[src/rtl/float_round_pipe_if.sv]
// Valid/ready bundle for float_round_pipe: upstream word port and downstream result port.
//   in_*  : normalised sign/exp/mant with guard, sticky, zero class and rounding mode
//   out_* : rounded result with inexact/overflow flags
// master = producer/consumer side (testbench or datapath), slave = rounding stage.
interface float_round_pipe_if #(
  parameter int unsigned MANT_W = 24,
  parameter int unsigned EXP_W  = 8
);
  logic              in_valid;
  logic              in_ready;
  logic              in_sign;
  logic [EXP_W-1:0]  in_exp;
  logic [MANT_W-1:0] in_mant;
  logic              in_guard;
  logic              in_sticky;
  logic              in_zero;
  logic [2:0]        in_mode;

  logic              out_valid;
  logic              out_ready;
  logic              out_sign;
  logic [EXP_W-1:0]  out_exp;
  logic [MANT_W-1:0] out_mant;
  logic              out_inexact;
  logic              out_overflow;

  modport master (
    output in_valid, in_sign, in_exp, in_mant, in_guard, in_sticky, in_zero, in_mode,
    input  in_ready,
    input  out_valid, out_sign, out_exp, out_mant, out_inexact, out_overflow,
    output out_ready
  );

  modport slave (
    input  in_valid, in_sign, in_exp, in_mant, in_guard, in_sticky, in_zero, in_mode,
    output in_ready,
    output out_valid, out_sign, out_exp, out_mant, out_inexact, out_overflow,
    input  out_ready
  );
endinterface

[src/rtl/float_round_pipe.sv]
// Two-stage IEEE-754 rounding stage (RNE/RTZ/RDN/RUP/RMM) with full valid/ready backpressure.
// Ports:
//   Clock  : rising-edge clock
//   Reset  : synchronous, active-high; clears both stages and all outputs
//   bus    : float_round_pipe_if slave (in_* upstream word, out_* rounded result)
// S1 classifies the word and decides the increment; S2 adds it, handles carry-out,
// overflow per mode, and zero/special pass-through. in_ready is combinational.
module float_round_pipe #(
  parameter int unsigned MANT_W = 24,
  parameter int unsigned EXP_W  = 8
) (
  input  logic              Clock,
  input  logic              Reset,
  float_round_pipe_if.slave bus
);
  localparam int unsigned       SUM_W     = MANT_W + 1;
  localparam logic [EXP_W-1:0]  EXP_ONES  = '1;
  localparam logic [EXP_W-1:0]  EXP_MAXF  = {{(EXP_W-1){1'b1}}, 1'b0};
  localparam logic [MANT_W-1:0] MANT_ONES = '1;
  localparam logic [MANT_W-1:0] MANT_HID  = {1'b1, {(MANT_W-1){1'b0}}};
  localparam logic [2:0]        MODE_RNE  = 3'b000;
  localparam logic [2:0]        MODE_RTZ  = 3'b001;
  localparam logic [2:0]        MODE_RDN  = 3'b010;
  localparam logic [2:0]        MODE_RUP  = 3'b011;
  localparam logic [2:0]        MODE_RMM  = 3'b100;

  // Stage 1 registers
  logic              r_s1_valid;
  logic              r_s1_sign;
  logic [EXP_W-1:0]  r_s1_exp;
  logic [MANT_W-1:0] r_s1_mant;
  logic [2:0]        r_s1_mode;
  logic              r_s1_zero;
  logic              r_s1_special;
  logic              r_s1_inexact;
  logic              r_s1_inc;

  // Stage 2 (output) registers
  logic              r_out_valid;
  logic              r_out_sign;
  logic [EXP_W-1:0]  r_out_exp;
  logic [MANT_W-1:0] r_out_mant;
  logic              r_out_inexact;
  logic              r_out_overflow;

  logic              w_s1_ready;
  logic              w_s2_ready;
  logic              w_special;
  logic              w_gs;
  logic              w_inc;
  logic [SUM_W-1:0]  w_sum;
  logic              w_carry;
  logic [EXP_W-1:0]  w_rnd_exp;
  logic [MANT_W-1:0] w_rnd_mant;
  logic              w_ovf;
  logic              w_to_inf;
  logic              w_res_sign;
  logic [EXP_W-1:0]  w_res_exp;
  logic [MANT_W-1:0] w_res_mant;
  logic              w_res_inexact;
  logic              w_res_ovf;

  // Handshake: a stage is ready when empty or when its downstream will drain it
  assign w_s2_ready   = ~r_out_valid | bus.out_ready;
  assign w_s1_ready   = ~r_s1_valid | w_s2_ready;
  assign bus.in_ready = ~Reset & w_s1_ready;

  assign w_special = (bus.in_exp == EXP_ONES);
  assign w_gs      = bus.in_guard | bus.in_sticky;

  // Increment decision; zero and special words never round
  always_comb begin
    w_inc = 1'b0;
    case (bus.in_mode)
      MODE_RNE: w_inc = bus.in_guard & (bus.in_sticky | bus.in_mant[0]);
      MODE_RTZ: w_inc = 1'b0;
      MODE_RDN: w_inc = bus.in_sign & w_gs;
      MODE_RUP: w_inc = ~bus.in_sign & w_gs;
      MODE_RMM: w_inc = bus.in_guard;
      default:  w_inc = bus.in_guard & (bus.in_sticky | bus.in_mant[0]);
    endcase
    if (bus.in_zero || w_special) w_inc = 1'b0;
  end

  // Mantissa increment with carry-out renormalisation
  assign w_sum      = {1'b0, r_s1_mant} + SUM_W'(r_s1_inc);
  assign w_carry    = w_sum[MANT_W];
  assign w_rnd_exp  = w_carry ? (r_s1_exp + EXP_W'(1)) : r_s1_exp;
  assign w_rnd_mant = w_carry ? MANT_HID : w_sum[MANT_W-1:0];
  assign w_ovf      = (w_rnd_exp == EXP_ONES) && (r_s1_exp != EXP_ONES);

  // Direction of an overflowed result: infinity or largest finite
  always_comb begin
    w_to_inf = 1'b1;
    case (r_s1_mode)
      MODE_RTZ: w_to_inf = 1'b0;
      MODE_RUP: w_to_inf = ~r_s1_sign;
      MODE_RDN: w_to_inf = r_s1_sign;
      default:  w_to_inf = 1'b1;
    endcase
  end

  // Final result selection: zero, special pass-through, overflow, normal
  always_comb begin
    w_res_sign    = r_s1_sign;
    w_res_exp     = w_rnd_exp;
    w_res_mant    = w_rnd_mant;
    w_res_inexact = r_s1_inexact;
    w_res_ovf     = 1'b0;
    if (r_s1_zero) begin
      w_res_exp     = '0;
      w_res_mant    = '0;
      w_res_inexact = 1'b0;
    end else if (r_s1_special) begin
      w_res_exp     = r_s1_exp;
      w_res_mant    = r_s1_mant;
      w_res_inexact = 1'b0;
    end else if (w_ovf) begin
      w_res_ovf     = 1'b1;
      w_res_inexact = 1'b1;
      w_res_exp     = w_to_inf ? EXP_ONES : EXP_MAXF;
      w_res_mant    = w_to_inf ? '0 : MANT_ONES;
    end
  end

  // Pipeline registers
  always_ff @(posedge Clock) begin
    if (Reset) begin
      r_s1_valid     <= 1'b0;
      r_s1_sign      <= 1'b0;
      r_s1_exp       <= '0;
      r_s1_mant      <= '0;
      r_s1_mode      <= '0;
      r_s1_zero      <= 1'b0;
      r_s1_special   <= 1'b0;
      r_s1_inexact   <= 1'b0;
      r_s1_inc       <= 1'b0;
      r_out_valid    <= 1'b0;
      r_out_sign     <= 1'b0;
      r_out_exp      <= '0;
      r_out_mant     <= '0;
      r_out_inexact  <= 1'b0;
      r_out_overflow <= 1'b0;
    end else begin
      if (w_s1_ready) begin
        r_s1_valid <= bus.in_valid;
        if (bus.in_valid) begin
          r_s1_sign    <= bus.in_sign;
          r_s1_exp     <= bus.in_exp;
          r_s1_mant    <= bus.in_mant;
          r_s1_mode    <= bus.in_mode;
          r_s1_zero    <= bus.in_zero;
          r_s1_special <= w_special;
          r_s1_inexact <= w_gs;
          r_s1_inc     <= w_inc;
        end
      end
      if (w_s2_ready) begin
        r_out_valid <= r_s1_valid;
        if (r_s1_valid) begin
          r_out_sign     <= w_res_sign;
          r_out_exp      <= w_res_exp;
          r_out_mant     <= w_res_mant;
          r_out_inexact  <= w_res_inexact;
          r_out_overflow <= w_res_ovf;
        end
      end
    end
  end

  assign bus.out_valid    = r_out_valid;
  assign bus.out_sign     = r_out_sign;
  assign bus.out_exp      = r_out_exp;
  assign bus.out_mant     = r_out_mant;
  assign bus.out_inexact  = r_out_inexact;
  assign bus.out_overflow = r_out_overflow;
endmodule

[src/flat_wrapper.sv]
// flat-port wrapper written by rule: the top's interface ports become plain ports
module float_round_pipe_flat 
#(
  parameter int unsigned MANT_W = 24,
  parameter int unsigned EXP_W  = 8
)
  (Clock, Reset, bus_in_valid, bus_in_sign, bus_in_exp, bus_in_mant, bus_in_guard, bus_in_sticky, bus_in_zero, bus_in_mode, bus_in_ready, bus_out_valid, bus_out_sign, bus_out_exp, bus_out_mant, bus_out_inexact, bus_out_overflow, bus_out_ready);
  float_round_pipe_if #(.MANT_W(MANT_W), .EXP_W(EXP_W)) bus_i ();
  input  logic Clock;
  input  logic Reset;
  input wire logic [$bits(bus_i.in_valid)-1:0] bus_in_valid;
  input wire logic [$bits(bus_i.in_sign)-1:0] bus_in_sign;
  input wire logic [$bits(bus_i.in_exp)-1:0] bus_in_exp;
  input wire logic [$bits(bus_i.in_mant)-1:0] bus_in_mant;
  input wire logic [$bits(bus_i.in_guard)-1:0] bus_in_guard;
  input wire logic [$bits(bus_i.in_sticky)-1:0] bus_in_sticky;
  input wire logic [$bits(bus_i.in_zero)-1:0] bus_in_zero;
  input wire logic [$bits(bus_i.in_mode)-1:0] bus_in_mode;
  output wire logic [$bits(bus_i.in_ready)-1:0] bus_in_ready;
  output wire logic [$bits(bus_i.out_valid)-1:0] bus_out_valid;
  output wire logic [$bits(bus_i.out_sign)-1:0] bus_out_sign;
  output wire logic [$bits(bus_i.out_exp)-1:0] bus_out_exp;
  output wire logic [$bits(bus_i.out_mant)-1:0] bus_out_mant;
  output wire logic [$bits(bus_i.out_inexact)-1:0] bus_out_inexact;
  output wire logic [$bits(bus_i.out_overflow)-1:0] bus_out_overflow;
  input wire logic [$bits(bus_i.out_ready)-1:0] bus_out_ready;
  assign bus_i.in_valid = bus_in_valid;
  assign bus_i.in_sign = bus_in_sign;
  assign bus_i.in_exp = bus_in_exp;
  assign bus_i.in_mant = bus_in_mant;
  assign bus_i.in_guard = bus_in_guard;
  assign bus_i.in_sticky = bus_in_sticky;
  assign bus_i.in_zero = bus_in_zero;
  assign bus_i.in_mode = bus_in_mode;
  assign bus_in_ready = bus_i.in_ready;
  assign bus_out_valid = bus_i.out_valid;
  assign bus_out_sign = bus_i.out_sign;
  assign bus_out_exp = bus_i.out_exp;
  assign bus_out_mant = bus_i.out_mant;
  assign bus_out_inexact = bus_i.out_inexact;
  assign bus_out_overflow = bus_i.out_overflow;
  assign bus_i.out_ready = bus_out_ready;
  float_round_pipe #(.MANT_W(MANT_W), .EXP_W(EXP_W)) u_core (.Clock(Clock), .Reset(Reset), .bus(bus_i));
endmodule
[config.mk]
export PLATFORM = sky130hd
export DESIGN_NAME = float_round_pipe_flat
export DESIGN_NICKNAME = d
export VERILOG_FILES = /design/src/rtl/float_round_pipe_if.sv /design/src/rtl/float_round_pipe.sv /design/src/flat_wrapper.sv
export SDC_FILE = /design/constraint.sdc
export NUM_CORES = 1
export LEC_CHECK = 0
export BUFFER_PORTS_ARGS = -buffer_cell sky130_fd_sc_hd__buf_2
export CORE_UTILIZATION = 45
export CTS_CLUSTER_DIAMETER = 80
export DETAILED_ROUTE_END_ITERATION = 8
export GPL_ROUTABILITY_DRIVEN = 0
export GPL_TIMING_DRIVEN = 0
export PLACE_DENSITY = 0.67
export SYNTH_ARGS = -nofsm -noshare
export SYNTH_HDL_FRONTEND = slang
export SYNTH_SLANG_ARGS = --single-unit
[constraint.sdc]
create_clock -name Clock -period 7.3 [get_ports Clock]
set_input_delay 0.365 -clock Clock [delete_from_list [all_inputs] [get_ports Clock]]
set_output_delay 0.365 -clock Clock [all_outputs]
set_load 0.02 [all_outputs]
# Word-level counts from Yosys, hierarchy flattened

Index checks and enable logic that the tools add are counted.

Bitwise logic cells: 13
Reductions and logical operators: 4
Equality and inequality tests: 10
Add/sub/neg operators: 2
Muxes and demuxes: 19

Operators with widths:

| kind                                                                  | count |
|---|---|
| 24-bit 2-to-1 mux                                                     | 5 |
| 8-bit 2-to-1 mux                                                      | 4 |
| 24-bit by 1-bit adder with 25-bit output                              | 1 |
| 8-bit equality test, second input constant                            | 2 |
| 3-bit by 2-bit equality test with 1-bit output, second input constant | 4 |
| 8-bit by 1-bit adder with 8-bit output, second input constant         | 1 |
| 1-bit 2-to-1 mux                                                      | 8 |
| 8-bit != test, second input constant                                  | 1 |
| 3-bit by 1-bit equality test with 1-bit output, second input constant | 2 |
| 1-bit NOT                                                             | 5 |
| 1-bit AND                                                             | 4 |
| 1-bit OR                                                              | 4 |
| 1-bit one-hot mux with 4 select lines                                 | 1 |
| 2-bit AND reduction                                                   | 2 |
| 3-bit equality test, second input constant                            | 1 |
| 1-bit one-hot mux with 3 select lines                                 | 1 |
| 1-bit logical AND                                                     | 1 |
| 1-bit logical OR                                                      | 1 |

Word-level logic and storage cells: 63
Output and inout bits: 37
Flip-flop bits (word level): 77

# Logic depth before layout (Yosys ltp)

Depth in word-level cells: 7
Gate-level depth with buffers: 11
Mapped depth without buffers: 9

# Worst setup path before layout

No wires, ideal clock.

Kind: reg2reg
Start: register u_core.r_s1_mant[0]
End: register u_core.r_out_mant[17] (netlist: u_core.bus.out_mant[17])
Setup slack: 4,404 ps
Cell stages (with the launch flop): 12
Library setup time: 117 ps
Data arrival time: 2,779 ps
Period minus slack after synthesis: 2,896 ps
Path buffers: 2
Path through: dfxtp_1 ha_1 ha_1 nand4_2 or4_1 buf_2 or4_4 nand2_2 and3_4 buf_6 o211ai_1 a32o_1

Word-level cells in the longest chain between the ends: 7
Elaborated cells on any way between the ends: 8

RTL lines:

| element                                      | RTL line                | text |
|---|---|---|
| from (decl)                                  | float_round_pipe.sv:31  | `logic [MANT_W-1:0] r_s1_mant;` |
| from (signal assigned)                       | float_round_pipe.sv:150 | `r_s1_mant <= bus.in_mant;` |
| 24-bit by 1-bit adder with 25-bit output (*) | float_round_pipe.sv:86  | `assign w_sum = {1'b0, r_s1_mant} + SUM_W'(r_s1_inc);` |
| 8-bit 2-to-1 mux                             | float_round_pipe.sv:88  | `assign w_rnd_exp = w_carry ? (r_s1_exp + EXP_W'(1)) : r_s1_exp;` |
| 8-bit equality test                          | float_round_pipe.sv:90  | `assign w_ovf = (w_rnd_exp == EXP_ONES) && (r_s1_exp != EXP_ONES);` |
| 1-bit logical AND                            | float_round_pipe.sv:90  |  |
| 24-bit 2-to-1 mux (*)                        | float_round_pipe.sv:118 | `end else if (w_ovf) begin` |
| 24-bit 2-to-1 mux (*)                        | float_round_pipe.sv:114 | `end else if (r_s1_special) begin` |
| 24-bit 2-to-1 mux (*)                        | float_round_pipe.sv:110 | `if (r_s1_zero) begin` |
| to (signal assigned)                         | float_round_pipe.sv:163 | `r_out_mant <= w_res_mant;` |
| to (decl)                                    | float_round_pipe.sv:42  | `logic [MANT_W-1:0] r_out_mant;` |

Mark *: on every way between the ends. The rest lies on a longest branch, timed or not.
A chain may end at the register's enable or synchronous reset.

# Worst setup path after layout

Start: register u_core.r_s1_mant[0]
End: register u_core.r_out_mant[3] (netlist: u_core.bus.out_mant[3])

The elaborated chain is that of the path after synthesis.

==> flow_summary.yaml <==
logic_synthesis:
  yosysWarnings: 0
  async_flop_share_pct: 0
  synth_ff_type: "dfxtp_1"
  ys_ff_latch: 77
  synth_compound_area_share_pct: 23.49
  synth-edff-count: 0
  syn_inst: 522
  synth_seq_area_share_pct: 38.90
  synth_cell_types: 60
  synth_area_per_cell_um2: 7.591
  netlist.area_leader.share_pct: 38.90
  synth_area_um2: 3963
  synth_top_family_by_area: "simple AND/OR/NAND/NOR gates"
  synth_top_area_cell: "dfxtp_1"
  synth-simple-area-share_pct: 28.23
  synth_nets: 568
  synthAdderAreaFrac_pct: 0.9473
  synth-xor-area-share_pct: 2.873
  muxShareOfSynthArea_pct: 0.8210
  synth_area_leaders: "dfxtp_1, nand2_1, a21oi_1"
setup_path:
  critical_path.top_delay_family: "simple AND/OR/NAND/NOR gates"
  crit_buf_inv: 0
  worstRegToRegCells: 9
  cp-start-kind: "register"
  cp_data_required_time_ns: 7.61
  r2r-end: "u_core.bus.out_mant[3]$_SDFFE_PP0P_"
  critPathMaxStageDelay_ns: 0.64
  slowest_stage: "or4_1"
  path_cells: "ha_1, ha_1, nand4_2, or4_1, or4_1, a21oi_2, nand3_1, o2111ai_1, a22o_1"
  end_kind: "register"
  cp_max_fo: 8
  crit_type: "reg -> reg"
  arrival_ns: 3.71
  r2r_slack_ns: 3.90
  r2r_start: "u_core.r_s1_mant[0]$_SDFFE_PP0P_"
route:
  wirelength_um: 11810
  wl_per_cell_um: 16.38
  via_count: 4231
  drc: 0
  drtIter0Drc: 428
  ant_nets: 0
  vias_per_cell: 5.868
  dr.pass1.iters: 7
sta:
  skew_ns: 0.01064
  hold_viol: 0
  setup_viol: 0
  fmax_mhz: 293.9
  fin_crit_sh_pct: 46.61
  slew_headroom_pct: 46.34
  final_max_slew_viol_count: 0
  setup_tns_ns: 0
  worst_slack_ns: 3.898
  rsz0062_at_grt: "false"
  worst_slew_pin_slew_ns: 0.7975
  period_needed_ns: 3.403
cells_and_area:
  final_common_cell: "nand2_1"
  design_area_um2: 4692
  final_cell_mix: "nand2_1, buf_2, dfxtp_1"
  final_nets: 657
  antenna_cells: 0
  fin_util_pct: 55.98
  fill_cells: 836
  drive_gt1_share_pct: 18.34
  area_delta_synth_final_pct: 18.41
pwr:
  p_sw_share_pct: 28.49
  p_switching_uw: 255.7
  power_frac_seq_pct: 50.7
  p_leak_uw: 0.001790
  cellPowerDensity_nw_per_um2: 191.3
  p_total_uw: 897.5
  clock_power_share_pct: 38.5
  p_int_uw: 641.8
  combPwrFrac_pct: 10.8
  peakVddDrop_mv: 0.1196
global_routing:
  grt_overflow: 0
  grt_usage_pct: 27.20
  grt_pass1_vias: 3792
  antenna_found_initial: 0
  grt_pass1_wl_um: 18990
  grt_start_max_net_pins: 15
clocking:
  cts_resized: 0
  clk_latency_ns: 0.36
  cts_hold_buf: 0
  cts_tree: "done"
  cts_buffers: 9
  ctsLongestPathBuffers: 2
  clkSinkCount: 77
  clockRootBuffer: "clkbuf_8"
  post_cts_buffers: 0
  htree_levels: 3
  clkTransAtPathRegs_ns: 0.09
hold_path:
  holdCritStartpoint: "bus_in_mant[10]"
  hold_end: "u_core.r_s1_mant[10]$_SDFFE_PP0P_"
  hold_path_depth: 3
  min_path_type: "in -> reg"
floorplan:
  row_count: 33
  die_w_um: 95.84
  initial_core_util_pct: 47.28
  die_area_um2: 9185
  fp.coreArea_um2: 8382
  io_pins: 80
  die_h_um: 95.84
outcome:
  run_status: "completed"
placed_design:
  place_hpwl_um: 8662
  pre_cts_slack_ns: 4.042
  place_area_um2: 4484
  io_buffers: 78
run:
  drv_cap: 0
-- Yosys cell counts (3+ instances only) --
cell and n:
a211oi_1 5, a21o_1 7, a21oi_1 47, a22oi_1 8
a31oi_1 7, a32o_1 6, a32oi_1 10, and2_1 6
and3_1 3, buf_1 3, buf_2 3, clkbuf_1 32
dfxtp_1 77, ha_1 3, inv_1 6, nand2_1 114
nand2b_1 7, nand3_1 20, nand4_1 14, nor2_1 32
nor3_1 12, nor3b_1 3, nor4_1 5, o211ai_1 5
o21ai_0 24, o21ai_1 3, o31ai_1 3, or4_1 4
xnor2_1 10, xor2_1 3
-- layer usage --
layer | up-vias | GRT usage, % | share of wire [%] | wire [um]
met1 | 1957 | 38.94 | 47 | 5573
met2 | 202 | 39.94 | 43 | 5120
met3 | 18 | 5.687 | 7.9 | 935
met4 | 0 | 10.20 | 1.5 | 178
li1 | 2054 | - | - | -
met5 | - | 0 | 0 | 0
-- final cells by class --
cell class / count / area (um^2) / share of cell area, %
Tap cell: 105 / 131.4 / 2.800
Timing Repair Buffer: 78 / 390.4 / 8.320
Clock buffer: 10 / 137.6 / 2.933
Buffer: 40 / 165.2 / 3.520
Sequential cell: 77 / 1541 / 32.85
Multi-Input combinational cell: 399 / 2233 / 47.60
Inverter: 6 / 22.52 / 0.4800
Clock inverter: 6 / 70.07 / 1.493
-- worst max path at each step --
stage | start | to | slack, ns | cells after the start
detailed placement | u_core.r_s1_mant[0]$_SDFFE_PP0P_ | u_core.bus.out_mant[3]$_SDFFE_PP0P_ | 4.04 | 9
floorplan | u_core.r_s1_mant[0]$_SDFFE_PP0P_ | u_core.bus.out_mant[17]$_SDFFE_PP0P_ | 4.40 | 11
finish | u_core.r_s1_mant[0]$_SDFFE_PP0P_ | u_core.bus.out_mant[3]$_SDFFE_PP0P_ | 3.90 | 9
global route | u_core.r_s1_mant[0]$_SDFFE_PP0P_ | u_core.bus.out_mant[3]$_SDFFE_PP0P_ | 3.81 | 9
CTS | u_core.r_s1_mant[0]$_SDFFE_PP0P_ | u_core.bus.out_mant[3]$_SDFFE_PP0P_ | 4.02 | 9
global placement | u_core.r_s1_mant[0]$_SDFFE_PP0P_ | u_core.bus.out_mant[3]$_SDFFE_PP0P_ | 4.09 | 9
-- stage by stage --
step	hold WS, ns	cells
after floorplan	0.4312	522
after detailed placement	0.4425	705
after CTS	0.2369	721
final	0.2347	721
after global routing	0.2252	721
after global placement	0.4386	705
-- power groups by stage --
stage | clock, uW | sequential [uW] | combinational, uW
floorplan | 0 | 464 | 55.8
global placement | 0 | 463 | 94.7
detailed placement | 0 | 464 | 95.8
CTS | 347 | 454 | 96.3
global route | 368 | 457 | 108
finish | 345 | 455 | 97.2
-- cells by family after synthesis --
family,count (synthesis)
AND/OR/NAND/NOR,237
AO/OA/AOI/OAI,143
flip-flops,77
buffers and inverters,46
XOR/XNOR,13
multiplexers,3
adder cells (fa/ha/maj),3
-- worst min-delay path: stages --
cell and delay [ns]:
buf_2 0.09, nand2_1 0.04, a21oi_1 0.05
-- state kept, by name, indices dropped and copies added (netlist names) --
name                     flops
u_core.bus.out_mant         24
u_core.r_s1_mant            24
u_core.bus.out_exp           8
u_core.r_s1_exp              8
u_core.r_s1_mode             3
u_core.bus.out_inexact       1
u_core.bus.out_overflow      1
u_core.bus.out_sign          1
u_core.bus.out_valid         1
u_core.r_s1_inc              1
u_core.r_s1_inexact          1
u_core.r_s1_sign             1
u_core.r_s1_special          1
u_core.r_s1_valid            1
u_core.r_s1_zero             1
Power figures use the tool's default switching activity.
